[src/rtl/fetch_stage.sv]
// Instruction-fetch stage and IF/ID pipeline register.
// Keeps one request in flight to a variable-latency instruction memory, parks a
// response in a one-entry buffer while decode is stalled, and discards stale
// responses after a redirect.
module fetch_stage #(
   parameter int unsigned     XLEN      = 32,
   parameter logic [XLEN-1:0] RESET_PC  = '0,
   parameter logic [31:0]     NOP_INSTR = 32'h0000_0013
) (
   input  logic            clk,
   input  logic            rst_n,
   input  logic            PCWrite,
   input  logic            IF_ID_Write,
   input  logic            flush,
   input  logic [XLEN-1:0] branch_target,
   output logic            imem_req_valid,
   input  logic            imem_req_ready,
   output logic [XLEN-1:0] imem_addr,
   input  logic            imem_rsp_valid,
   input  logic [31:0]     imem_rsp_data,
   output logic [XLEN-1:0] IF_ID_PC,
   output logic [XLEN-1:0] IF_ID_PC4,
   output logic [31:0]     IF_ID_Instr,
   output logic            IF_ID_Valid
);

   typedef enum logic [1:0] {StReq, StWait, StHold} state_e;

   state_e            state_q, state_d;
   logic [XLEN-1:0]   pc_q, pc_d;
   logic              kill_q, kill_d;
   logic [31:0]       buf_q, buf_d;
   logic [XLEN-1:0]   if_id_pc_q, if_id_pc_d;
   logic [XLEN-1:0]   if_id_pc4_q, if_id_pc4_d;
   logic [31:0]       if_id_instr_q, if_id_instr_d;
   logic              if_id_valid_q, if_id_valid_d;

   logic              deliver;
   logic              load;
   logic [31:0]       load_data;
   logic [XLEN-1:0]   pc_plus4;
   logic [XLEN-1:0]   redirect_pc;
   logic              unused_tgt_lsbs;

   assign deliver         = IF_ID_Write && PCWrite;
   assign pc_plus4        = pc_q + XLEN'(4);
   // Targets are word aligned; the low two bits are dropped on purpose.
   assign redirect_pc     = {branch_target[XLEN-1:2], 2'b00};
   assign unused_tgt_lsbs = ^branch_target[1:0];

   assign imem_req_valid = (state_q == StReq);
   assign imem_addr      = pc_q;
   assign IF_ID_PC       = if_id_pc_q;
   assign IF_ID_PC4      = if_id_pc4_q;
   assign IF_ID_Instr    = if_id_instr_q;
   assign IF_ID_Valid    = if_id_valid_q;

   // Next-state: fetch FSM, PC update and IF/ID load/bubble; flush wins over everything.
   always_comb begin
      state_d       = state_q;
      pc_d          = pc_q;
      kill_d        = kill_q;
      buf_d         = buf_q;
      if_id_pc_d    = if_id_pc_q;
      if_id_pc4_d   = if_id_pc4_q;
      if_id_instr_d = if_id_instr_q;
      if_id_valid_d = if_id_valid_q;
      load          = 1'b0;
      load_data     = imem_rsp_data;

      if (flush) begin
         pc_d          = redirect_pc;
         if_id_valid_d = 1'b0;
         if_id_instr_d = NOP_INSTR;
         unique case (state_q)
            StReq: begin
               // Request accepted this cycle still carries the old PC: mark it stale.
               if (imem_req_ready) begin
                  kill_d  = 1'b1;
                  state_d = StWait;
               end
            end
            StWait: begin
               if (imem_rsp_valid) begin
                  kill_d  = 1'b0;
                  state_d = StReq;
               end else begin
                  kill_d  = 1'b1;
               end
            end
            StHold:  state_d = StReq;
            default: state_d = StReq;
         endcase
      end else begin
         unique case (state_q)
            StReq: begin
               if (imem_req_ready) state_d = StWait;
            end
            StWait: begin
               if (imem_rsp_valid) begin
                  if (kill_q) begin
                     kill_d  = 1'b0;
                     state_d = StReq;
                  end else if (deliver) begin
                     load      = 1'b1;
                     load_data = imem_rsp_data;
                  end else begin
                     buf_d   = imem_rsp_data;
                     state_d = StHold;
                  end
               end
            end
            StHold: begin
               if (deliver) begin
                  load      = 1'b1;
                  load_data = buf_q;
               end
            end
            default: state_d = StReq;
         endcase

         if (load) begin
            if_id_pc_d    = pc_q;
            if_id_pc4_d   = pc_plus4;
            if_id_instr_d = load_data;
            if_id_valid_d = 1'b1;
            pc_d          = pc_plus4;
            state_d       = StReq;
         end else if (IF_ID_Write) begin
            // Nothing to hand over: insert a bubble, keep the PC fields.
            if_id_valid_d = 1'b0;
            if_id_instr_d = NOP_INSTR;
         end
      end
   end

   // State registers with asynchronous active-low reset.
   always_ff @(posedge clk or negedge rst_n) begin
      if (!rst_n) begin
         state_q       <= StReq;
         pc_q          <= RESET_PC;
         kill_q        <= 1'b0;
         buf_q         <= NOP_INSTR;
         if_id_pc_q    <= '0;
         if_id_pc4_q   <= '0;
         if_id_instr_q <= NOP_INSTR;
         if_id_valid_q <= 1'b0;
      end else begin
         state_q       <= state_d;
         pc_q          <= pc_d;
         kill_q        <= kill_d;
         buf_q         <= buf_d;
         if_id_pc_q    <= if_id_pc_d;
         if_id_pc4_q   <= if_id_pc4_d;
         if_id_instr_q <= if_id_instr_d;
         if_id_valid_q <= if_id_valid_d;
      end
   end

endmodule

[config.mk]
export PLATFORM = sky130hd
export DESIGN_NAME = fetch_stage
export DESIGN_NICKNAME = d
export VERILOG_FILES = /design/src/rtl/fetch_stage.sv
export SDC_FILE = /design/constraint.sdc
export NUM_CORES = 1
export LEC_CHECK = 0
export CORE_MARGIN = 2
export CORE_UTILIZATION = 29
export DETAILED_ROUTE_END_ITERATION = 8
export HOLD_SLACK_MARGIN = 0.08
export PLACE_DENSITY_LB_ADDON = 0.05
export REMOVE_ABC_BUFFERS = 1
export SLEW_MARGIN = 25
export SYNTH_ARGS = -nofsm -noshare
export SYNTH_HDL_FRONTEND = slang
export SYNTH_SLANG_ARGS = --single-unit
[constraint.sdc]
create_clock -name clk -period 5 [get_ports clk]
set_input_delay 1.5 -clock clk [delete_from_list [all_inputs] [get_ports clk]]
set_output_delay 1.5 -clock clk [all_outputs]
set_load 0.01 [all_outputs]
==> summary.txt <==
Critical path
  • CP max stage delay: 0.64 ns
  • Cell mode on critical path: buf_4
  • Worst Path Required: 5.27 ns
  • Endpoint class of the critical path: register
  • Worst path slowest cell: clkdlybuf4s50_1
  • Arrival @ worst endpoint: 3.92 ns
  • CP Cell Sequence: clkdlybuf4s50_1, nand3_1, o21ba_2, buf_4, nand2b_4, buf_4, nand2_1, o21ai_0
  • Worst Path Max Fanout: 63
  • Startpoint types: input port
  • Setup CP Type: input port to register

Logic synthesis
  • Post-synth EDFFs: 0
  • Netlist cell types: 42
  • Top cell type's share of synthesized area: 51.68%
  • Mapped Cells: 733
  • Yosys warns: 0
  • Asr flop ratio synth: 100.0%
  • Top FF cell, synth: dfrtp_1
  • Post-synth top area cell: dfrtp_1
  • Cell Area, Synth: 7360 sq um
  • Average size of a mapped cell: 10.04 sq um
  • Seq/Total Area, Yosys: 53.83%
  • Yosys reg bits: 158
  • Synth area leaders: dfrtp_1, nand2_1, o21ai_0, mux2_2, mux2i_1

Floorplanning
  • Total die area: 26670 sq um
  • Core area: 25040 sq um
  • I/O Pins: 201
  • Die Width: 163.3 um
  • Row count: 58
  • DIE HEIGHT: 163.3 um
  • Initial Util: 29.40%

Detailed routing
  • # DRC: 0
  • Via/cell ratio: 4.650
  • Final wirelength: 21.13 mm
  • Detailed Route Iter0 Violations: 281
  • DR vias: 5784
  • Post-DR wirelength/cell: 16.99 um
  • First-pass DRT Iterations: 5
  • ANT nets after route: 0

Power and ir drop
  • Total Power: 4.146 mW
  • Leak Pwr: 4.459 nW
  • Worst vdd ir: 0.1861 mV
  • Pwr/cell area: 409.7 nW/um^2

Timing
  • Clock Skew: 0.01434 ns
  • Fmax: 274.6 MHz
  • Final Setup Violations: 0
  • Fin. Hold Viols: 0
  • Slew Viols, Final: 0
  • RSZ-0062 raised after global routing: no
  • Slew @ Worst Pin: 0.7555 ns
  • Max-slew headroom: 49.63%
  • Final TNS setup: 0 ns
  • Post-route clock period utilization: 72.84%
  • Final worst path period need: 3.642 ns

Final layout
  • Commonest non-fill, non-tap cell in the layout: nand2_1
  • Final-layout fill cell count: 2536
  • Layout cells sized above 1: 11.16%
  • Most frequent cells in the layout: nand2_1, clkdlybuf4s50_1, dfrtp_1
  • Nets: 978
  • # diodes: 0
  • Area Overhead vs Synth: 37.52%

Outcome
  • Status: finished, final reports clean

Clock network
  • Clock sinks: 158
  • # H-tree levels: 4
  • Hold-fix buffers, CTS: 0
  • CTS tree: yes
  • Clock Pin Slew Worst Setup and Hold Paths: 0.06 ns
  • CTS Buf Count: 17
  • Latest clock arrival within the worst-skew pair: 0.42 ns
  • Clock root buffer: clkbuf_16
  • Clock buffer depth: 2
  • Post-cts resize count: 0
  • Setup Buffers After CTS: 0

Global routing
  • GRT Overall Usage: 16.12%
  • First-pass GRT wire length: 33.31 mm
  • Initial antenna violation count: 1
  • Grt total ovfl: 0
  • Vias in the first global route: 5996
  • Pin count of the biggest net entering global routing: 88

Job
  • # Max-Cap Violations: 0

Worst hold path
  • HP Class: register to register

Place
  • Detailed placement HPWL: 13.78 mm
  • PortBufs: 192
  • GPL Wtd Cong: 0.7729
[layer usage]
metal | GRT usage (%) | share of wire, % | vias to the layer above
met3 | 5.079 | 7.0 | 11
met4 | 3.942 | 0.70 | 2
li1 | - | - | 2769
met2 | 25.47 | 46 | 163
met1 | 21.52 | 46 | 2839
met5 | 0 | 0.076 | -
[flip-flops by register name (all words and copies together), names as in the netlist]
| name | count |
|---|---|
| buf_q | 32 |
| IF_ID_PC4 | 30 |
| IF_ID_Instr | 32 |
| kill_q | 1 |
| imem_addr | 30 |
| state_q | 2 |
| IF_ID_Valid | 1 |
| IF_ID_PC | 30 |
[worst paths after layout]
| path | startpoint | to | slack [ns] | depth (start not counted) |
|---|---|---|---|---|
| worst max-delay path | IF_ID_Write | IF_ID_PC4[18]$_DFFE_PN0P_ | 1.36 | 8 |
| worst min-delay path | IF_ID_PC[6]$_DFFE_PN0P_ | IF_ID_PC[6]$_DFFE_PN0P_ | 0.47 | 2 |
| worst max register to register | state_q[1]$_DFFE_PN0P_ | IF_ID_PC4[18]$_DFFE_PN0P_ | 2.36 | 8 |
| worst min register to register | IF_ID_PC[6]$_DFFE_PN0P_ | IF_ID_PC[6]$_DFFE_PN0P_ | 0.47 | 2 |
| max in group asynchronous | rst_n | buf_q[1]$_DFFE_PN1P_ | 2.87 | 2 |
| min in group asynchronous | rst_n | IF_ID_Instr[19]$_DFFE_PN0P_ | 1.06 | 1 |
[synthesized netlist by cell type, types with 2 or more instances]
cell type    n
inv_1        2
dfstp_2      6
nand2_1    200
o21ai_2      4
dfrtp_1    152
nand4_1     15
and2_1       3
nor2_1      19
buf_6        2
a31oi_1      2
o21ai_0     72
nor3_2       4
xor2_1      27
nor4_4       2
nand2b_1     3
and4_1       3
mux2_2      32
o21ai_1     13
nor3_1       7
buf_2       24
xnor2_1     30
clkbuf_1    25
nand3_1     13
mux2i_1     33
buf_4        7
nor4_1       2
a21oi_1      5
and3_1       8
nor4_2       2
ha_1         4
[critical path: cells and delay by family]
family	cells	cell delay (ns)
buffers and inverters	3	1.33
and+or+nand+nor	3	0.71
AOI/OAI and AO/OA	2	0.35
[cells by family after synthesis]
| kind of cell | share of synthesized area (%) |
|---|---|
| adders and majority gates | 0.6801 |
| buffers and inverters | 4.029 |
| DFF | 53.83 |
| xor gates and xnor gates | 6.783 |
| AOI/OAI and AO/OA | 7.395 |
| muxes | 9.385 |
| and+or+nand+nor | 17.85 |
| other | 0.05095 |
[through the flow]
step	setup WS, ns	hold slack (ns)	instances	utilization (%)	area [sq um]
final	1.358	0.4745	1244	40.42	10120
after global routing	1.156	0.4971	1244	40.42	10120
after CTS	1.334	0.4813	1243	40.36	10100
after detailed placement	0.8784	0.4627	1213	38.09	9535
after global placement	0.9262	0.4585	1213	38.09	9535
after floorplan	0.6536	0.4789	680	-	7089
[power breakdown]
| group | internal (mW) | switching (mW) | leakage, nW |
|---|---|---|---|
| combinational | 0.595 | 0.453 | 2.14 |
| sequential | 1.60 | 0.211 | 2.05 |
| clock | 0.736 | 0.551 | 0.269 |
[area by class of cell]
cell class                 instances  area [sq um]  share of cell area [%]
clock buffer                      18         429.2                   4.240
sequential                       158          3961                   39.14
inverter                           2         7.507                 0.07417
tap                              330         412.9                   4.080
timing repair buffer             204          2024                   20.00
clock inverter                    12         140.1                   1.385
multi-input combinational        520          3146                   31.08
Note: power is estimated with default switching activity, not from simulation.
